**src/rtl/se_sram_srw_arbiter.sv**
```systemverilog
`default_nettype none
// ============================================================================
// Module      : se_sram_srw_arbiter
// Description : Two-port arbiter in front of a single-port synchronous SRAM.
//               It registers one granted access per cycle into the SRAM
//               command stage. A 2-deep tag pipeline returns each read word
//               to the port that issued it.
//               Defining SE_SRAM_ARB_ROUND_ROBIN_EN makes contention
//               round-robin. Without it, port 0 has fixed priority.
// Revision    : 1.0 - initial release
// ============================================================================
module se_sram_srw_arbiter #(
    parameter int ADDRESS_WIDTH = 16,
    parameter int DATA_WIDTH    = 32
) (
    input  logic                     sram_clock,
    input  logic                     reset,

    input  logic                     p0_req,
    input  logic                     p0_read_not_write,
    input  logic [ADDRESS_WIDTH-1:0] p0_address,
    input  logic [DATA_WIDTH-1:0]    p0_write_data,
    output logic                     p0_ack,
    output logic                     p0_resp_valid,
    output logic [DATA_WIDTH-1:0]    p0_resp_data,

    input  logic                     p1_req,
    input  logic                     p1_read_not_write,
    input  logic [ADDRESS_WIDTH-1:0] p1_address,
    input  logic [DATA_WIDTH-1:0]    p1_write_data,
    output logic                     p1_ack,
    output logic                     p1_resp_valid,
    output logic [DATA_WIDTH-1:0]    p1_resp_data,

    output logic                     sram_select,
    output logic                     sram_read_not_write,
    output logic                     sram_write_enable,
    output logic [ADDRESS_WIDTH-1:0] sram_address,
    output logic [DATA_WIDTH-1:0]    sram_write_data,
    input  logic [DATA_WIDTH-1:0]    sram_data_out
);

    logic                     w_p1_priority;
    logic                     w_grant0;
    logic                     w_grant1;
    logic                     w_any_grant;
    logic                     w_sel_rnw;
    logic [ADDRESS_WIDTH-1:0] w_sel_addr;
    logic [DATA_WIDTH-1:0]    w_sel_wdata;

    logic                     r_select;
    logic                     r_rnw;
    logic                     r_we;
    logic [ADDRESS_WIDTH-1:0] r_addr;
    logic [DATA_WIDTH-1:0]    r_wdata;

    logic                     r_tag1_valid;
    logic                     r_tag1_port;
    logic                     r_tag2_valid;
    logic                     r_tag2_port;

    logic                     w_resp0;
    logic                     w_resp1;
    logic [DATA_WIDTH-1:0]    r_p0_data;
    logic [DATA_WIDTH-1:0]    r_p1_data;

`ifdef SE_SRAM_ARB_ROUND_ROBIN_EN
    logic w_contend;
    logic r_rr_p1_next;

    assign w_contend = p0_req & p1_req;

    // Set when port 0 won the last contention, so port 1 wins the next one.
    always_ff @(posedge sram_clock) begin
        if (reset) begin
            r_rr_p1_next <= 1'b0;
        end else if (w_contend) begin
            r_rr_p1_next <= w_grant0;
        end
    end

    assign w_p1_priority = r_rr_p1_next;
`else
    assign w_p1_priority = 1'b0;
`endif

    assign w_grant0    = !reset & p0_req & (!p1_req | !w_p1_priority);
    assign w_grant1    = !reset & p1_req & (!p0_req |  w_p1_priority);
    assign w_any_grant = w_grant0 | w_grant1;

    assign w_sel_rnw   = w_grant1 ? p1_read_not_write : p0_read_not_write;
    assign w_sel_addr  = w_grant1 ? p1_address        : p0_address;
    assign w_sel_wdata = w_grant1 ? p1_write_data     : p0_write_data;

    assign p0_ack = w_grant0;
    assign p1_ack = w_grant1;

    always_ff @(posedge sram_clock) begin
        if (reset) begin
            r_select     <= 1'b0;
            r_rnw        <= 1'b0;
            r_we         <= 1'b0;
            r_addr       <= '0;
            r_wdata      <= '0;
            r_tag1_valid <= 1'b0;
            r_tag1_port  <= 1'b0;
            r_tag2_valid <= 1'b0;
            r_tag2_port  <= 1'b0;
        end else begin
            r_tag1_valid <= w_any_grant & w_sel_rnw;
            r_tag1_port  <= w_grant1;
            r_tag2_valid <= r_tag1_valid;
            r_tag2_port  <= r_tag1_port;
            if (w_any_grant) begin
                r_select <= 1'b1;
                r_rnw    <= w_sel_rnw;
                r_we     <= !w_sel_rnw;
                r_addr   <= w_sel_addr;
                r_wdata  <= w_sel_wdata;
            end else begin
                // Idle cycle: address and data hold to avoid needless toggling.
                r_select <= 1'b0;
                r_we     <= 1'b0;
            end
        end
    end

    assign sram_select         = r_select;
    assign sram_read_not_write = r_rnw;
    assign sram_write_enable   = r_we;
    assign sram_address        = r_addr;
    assign sram_write_data     = r_wdata;

    assign w_resp0 = !reset & r_tag2_valid & !r_tag2_port;
    assign w_resp1 = !reset & r_tag2_valid &  r_tag2_port;

    always_ff @(posedge sram_clock) begin
        if (reset) begin
            r_p0_data <= '0;
            r_p1_data <= '0;
        end else begin
            if (w_resp0) begin
                r_p0_data <= sram_data_out;
            end
            if (w_resp1) begin
                r_p1_data <= sram_data_out;
            end
        end
    end

    // Bypass so the read word is visible in the same cycle as resp_valid.
    assign p0_resp_valid = w_resp0;
    assign p1_resp_valid = w_resp1;
    assign p0_resp_data  = w_resp0 ? sram_data_out : r_p0_data;
    assign p1_resp_data  = w_resp1 ? sram_data_out : r_p1_data;

endmodule
`default_nettype wire

```
**config.mk**
```make
export PLATFORM = sky130hd
export DESIGN_NAME = se_sram_srw_arbiter
export DESIGN_NICKNAME = d
export VERILOG_FILES = /design/src/rtl/se_sram_srw_arbiter.sv
export SDC_FILE = /design/constraint.sdc
export NUM_CORES = 1
export LEC_CHECK = 0
export CAP_MARGIN = 5
export CORE_ASPECT_RATIO = 1.5
export CORE_MARGIN = 3
export CORE_UTILIZATION = 45
export CTS_CLUSTER_DIAMETER = 120
export DETAILED_ROUTE_END_ITERATION = 10
export PLACE_DENSITY = 0.86
export SLEW_MARGIN = 30
export SYNTH_ARGS = -nofsm -noshare
export SYNTH_HDL_FRONTEND = slang
export SYNTH_SLANG_ARGS = --single-unit
```
**constraint.sdc**
```tcl
create_clock -name sram_clock -period 4 [get_ports sram_clock]
set_input_delay 0.8 -clock sram_clock [delete_from_list [all_inputs] [get_ports sram_clock]]
set_output_delay 0.8 -clock sram_clock [all_outputs]
set_load 0.02 [all_outputs]
```
==> flow_summary.ini <==
[status]
status = finished, final reports clean

[grt]
grt_max_degree = 58
grt_overflow = 0
antenna_found_initial = 0
grt_pass1_vias = 5434
grt_pass1_wl_um = 27240
track_usage_pct = 25.80

[cells_and_area]
fill_cells = 895
seqCellArea_mm2 = 0.002382
fin_nets = 954
multiInputGateArea_mm2 = 0.002892
area_growth_pct = 56.25
n_antenna_cell = 0
drive_above_1_share_pct = 17.79
fin_util_pct = 73.42

[route]
firstDrtPassIters = 4
viasPerCell = 5.186
routedWlPerCell_um = 17.72
drtIter0Drc = 205
drt_wl_total_um = 17400
drcViolationCount = 0
ant_nets = 0
vias = 5093

[worst_setup_path]
critical_path_arrival_ns = 2.49
crit_fanout = 33
slowest_stage = clkdlybuf4s50_1
crit_family = buffers and inverters
cpPeakStageDelay_ns = 0.55
critPathKind = primary input to primary output
path_cells = buf_4 > nand3b_4 > mux2_1 > clkdlybuf4s50_1
critPathRequiredTime_ns = 3.20
cp-end-kind = primary output
worst-path-buf-inv = 2
cp-start-kind = primary input

[placed_design]
gp_congestion = 0.8126
dp_hpwl_um = 12970
io_buffers = 252
place_ws_ns = 0.6782

[timing]
fin_skew_ns = 0.004656
max_freq_mhz = 304.3
final.setup.worst_slack_ns = 0.7138
hold_viol = 0
period_share_pct = 82.15
tightestPinTransition_ns = 0.8024
tns_ns = 0
slew_viol_final = 0
grt_setup_unrepaired = no
period_needed_ns = 3.286
setup_viol = 0
relSlewSlack_pct = 46.50

[clock_network]
cts_hold_buf = 0
cts_post_setup_buffers_inserted = 0
clk_pin_slew_worst_paths_ns = 0.05
cts-htree-levels = 4
clock_latency_ns = 0.40
cts_resized = 0
cts_sinks = 119
cts_tree = built
clk_path_buf_depth = 2
ctsRootBufferMaster = clkbuf_16
numCtsBuffers = 17

[power_and_ir_drop]
peakVddDrop_mv = 0.3015
sw_frac_of_total_pct = 23.44
p_per_area_mw_per_mm2 = 379.5
p_leak_nw = 3.409
switchingPower_mw = 0.7648
power_frac_comb_pct = 16.1
power_frac_clock_pct = 45.2
p_seq_share_pct = 38.7
p_int_mw = 2.499

[die]
die_h_um = 141.4
io_pins = 253
fp.dieW_um = 96.29
die-area_mm2 = 0.01362
core_area_mm2 = 0.01171
initial_core_util_pct = 46.99
rows = 48

[synthesis]
synth_area_per_cell_um2 = 9.358
synth_edf_count = 0
yosysSeqAreaShare_pct = 43.29
synthArstFlopShare_pct = 0
syn-cell-area_mm2 = 0.005503
synth_cell_types = 22
ys_ff_latch = 119
synthFlopType = dfxtp_1
netlist_instances = 588
yosys_warnings = 0
syn_nets = 722

[hold_path]
min_path_type = register to register

[run]
drv_cap = 0
[synthesized netlist by cell type (2+ instances only)]
| master | count | area (um^2) |
|---|---|---|
| buf_4 | 2 | 15.01 |
| dfxtp_1 | 119 | 2382 |
| buf_2 | 24 | 120.1 |
| nor2_1 | 50 | 187.7 |
| nor3b_1 | 3 | 22.52 |
| a21oi_1 | 66 | 330.3 |
| nand2_1 | 130 | 488.0 |
| nor2b_1 | 5 | 31.28 |
| mux2_1 | 8 | 90.09 |
| mux2_2 | 104 | 1171 |
| clkbuf_1 | 17 | 63.81 |
| buf_6 | 3 | 33.78 |
| mux2i_1 | 48 | 480.5 |
[cell families (layout without fill, tap and decap cells)]
kind of cell           after synthesis  in the layout  share of synthesized area (%)
AO/OA/AOI/OAI                       67             67                          6.139
multiplexers                       160            160                          31.65
buffers and inverters               47            291                          4.297
AND/OR/NAND/NOR                    195            195                          14.62
flip-flops                         119            119                          43.29
[final cells by class]
cell class              instances  share of cell area, %
multi-input cells             422                  33.63
repair buffers                259                  29.80
flip-flops and latches        119                  27.71
clock buffers                  21                  5.122
well taps                     150                  2.183
clock inverters                10                  1.513
inverters                       1                0.04366
[cell usage in the layout, fill, tap and decap left out, drive strengths merged]
cell type and instances:
clkdlybuf4s50 249, nand2 130, dfxtp 119, mux2 112, a21oi 66, nor2 50, mux2i 48, clkbuf 21
buf 10, clkinv 5, nor2b 5, nor3b 4, bufinv 3, clkinvlp 2, nand3b 2, inv 1
or2b 1, and2 1, a211oi 1, nand2b 1, or3b 1
[final timing paths]
kind | depth (start not counted) | slack (ns) | end | startpoint
setup / recovery | 4 | 0.71 | p1_resp_data[19] | reset
hold / removal | 1 | 0.45 | r_tag2_port | r_tag1_port
setup reg to reg | 4 | 2.30 | r_p0_data[17] | r_tag2_valid
hold reg to reg | 1 | 0.45 | r_tag2_port | r_tag1_port
[per-layer routing]
layer	routed length, um	up-vias	GRT usage, %
met5	0	-	0
met4	533	0	9.830
met3	1853	37	11.72
met2	8900	241	44.89
met1	6116	2368	26.54
li1	-	2447	-
[through the flow]
stage / std cells / total power [mW] / area [um^2] / hold slack, ns
finish: 982 / 3.263 / 8598 / 0.4459
global route: 982 / 3.385 / 8598 / 0.4617
global placement: 951 / 1.792 / 8023 / 0.4156
detailed placement: 951 / 1.811 / 8028 / 0.4338
CTS: 982 / 3.292 / 8598 / 0.4478
floorplan: 588 / 1.521 / 5503 / 0.4138
[flip-flops by register name, summed over array words and instances (netlist names)]
signal and flops:
r_p0_data 32, r_p1_data 32, r_tag1_port 1, r_tag1_valid 1, r_tag2_port 1, r_tag2_valid 1, sram_address 16, sram_read_not_write 1
sram_select 1, sram_write_data 32, sram_write_enable 1
[power by group through the flow]
| stage | sequential (mW) | combinational (mW) | clock (mW) |
|---|---|---|---|
| 2_1_floorplan | 1.33 | 0.195 | 0 |
| 3_3_place_gp | 1.28 | 0.509 | 0 |
| 3_5_place_dp | 1.29 | 0.524 | 0 |
| 4_1_cts | 1.26 | 0.528 | 1.50 |
| 5_1_grt | 1.27 | 0.559 | 1.56 |
| 6_report | 1.26 | 0.524 | 1.48 |
Note: power is estimated with default switching activity, not from simulation.
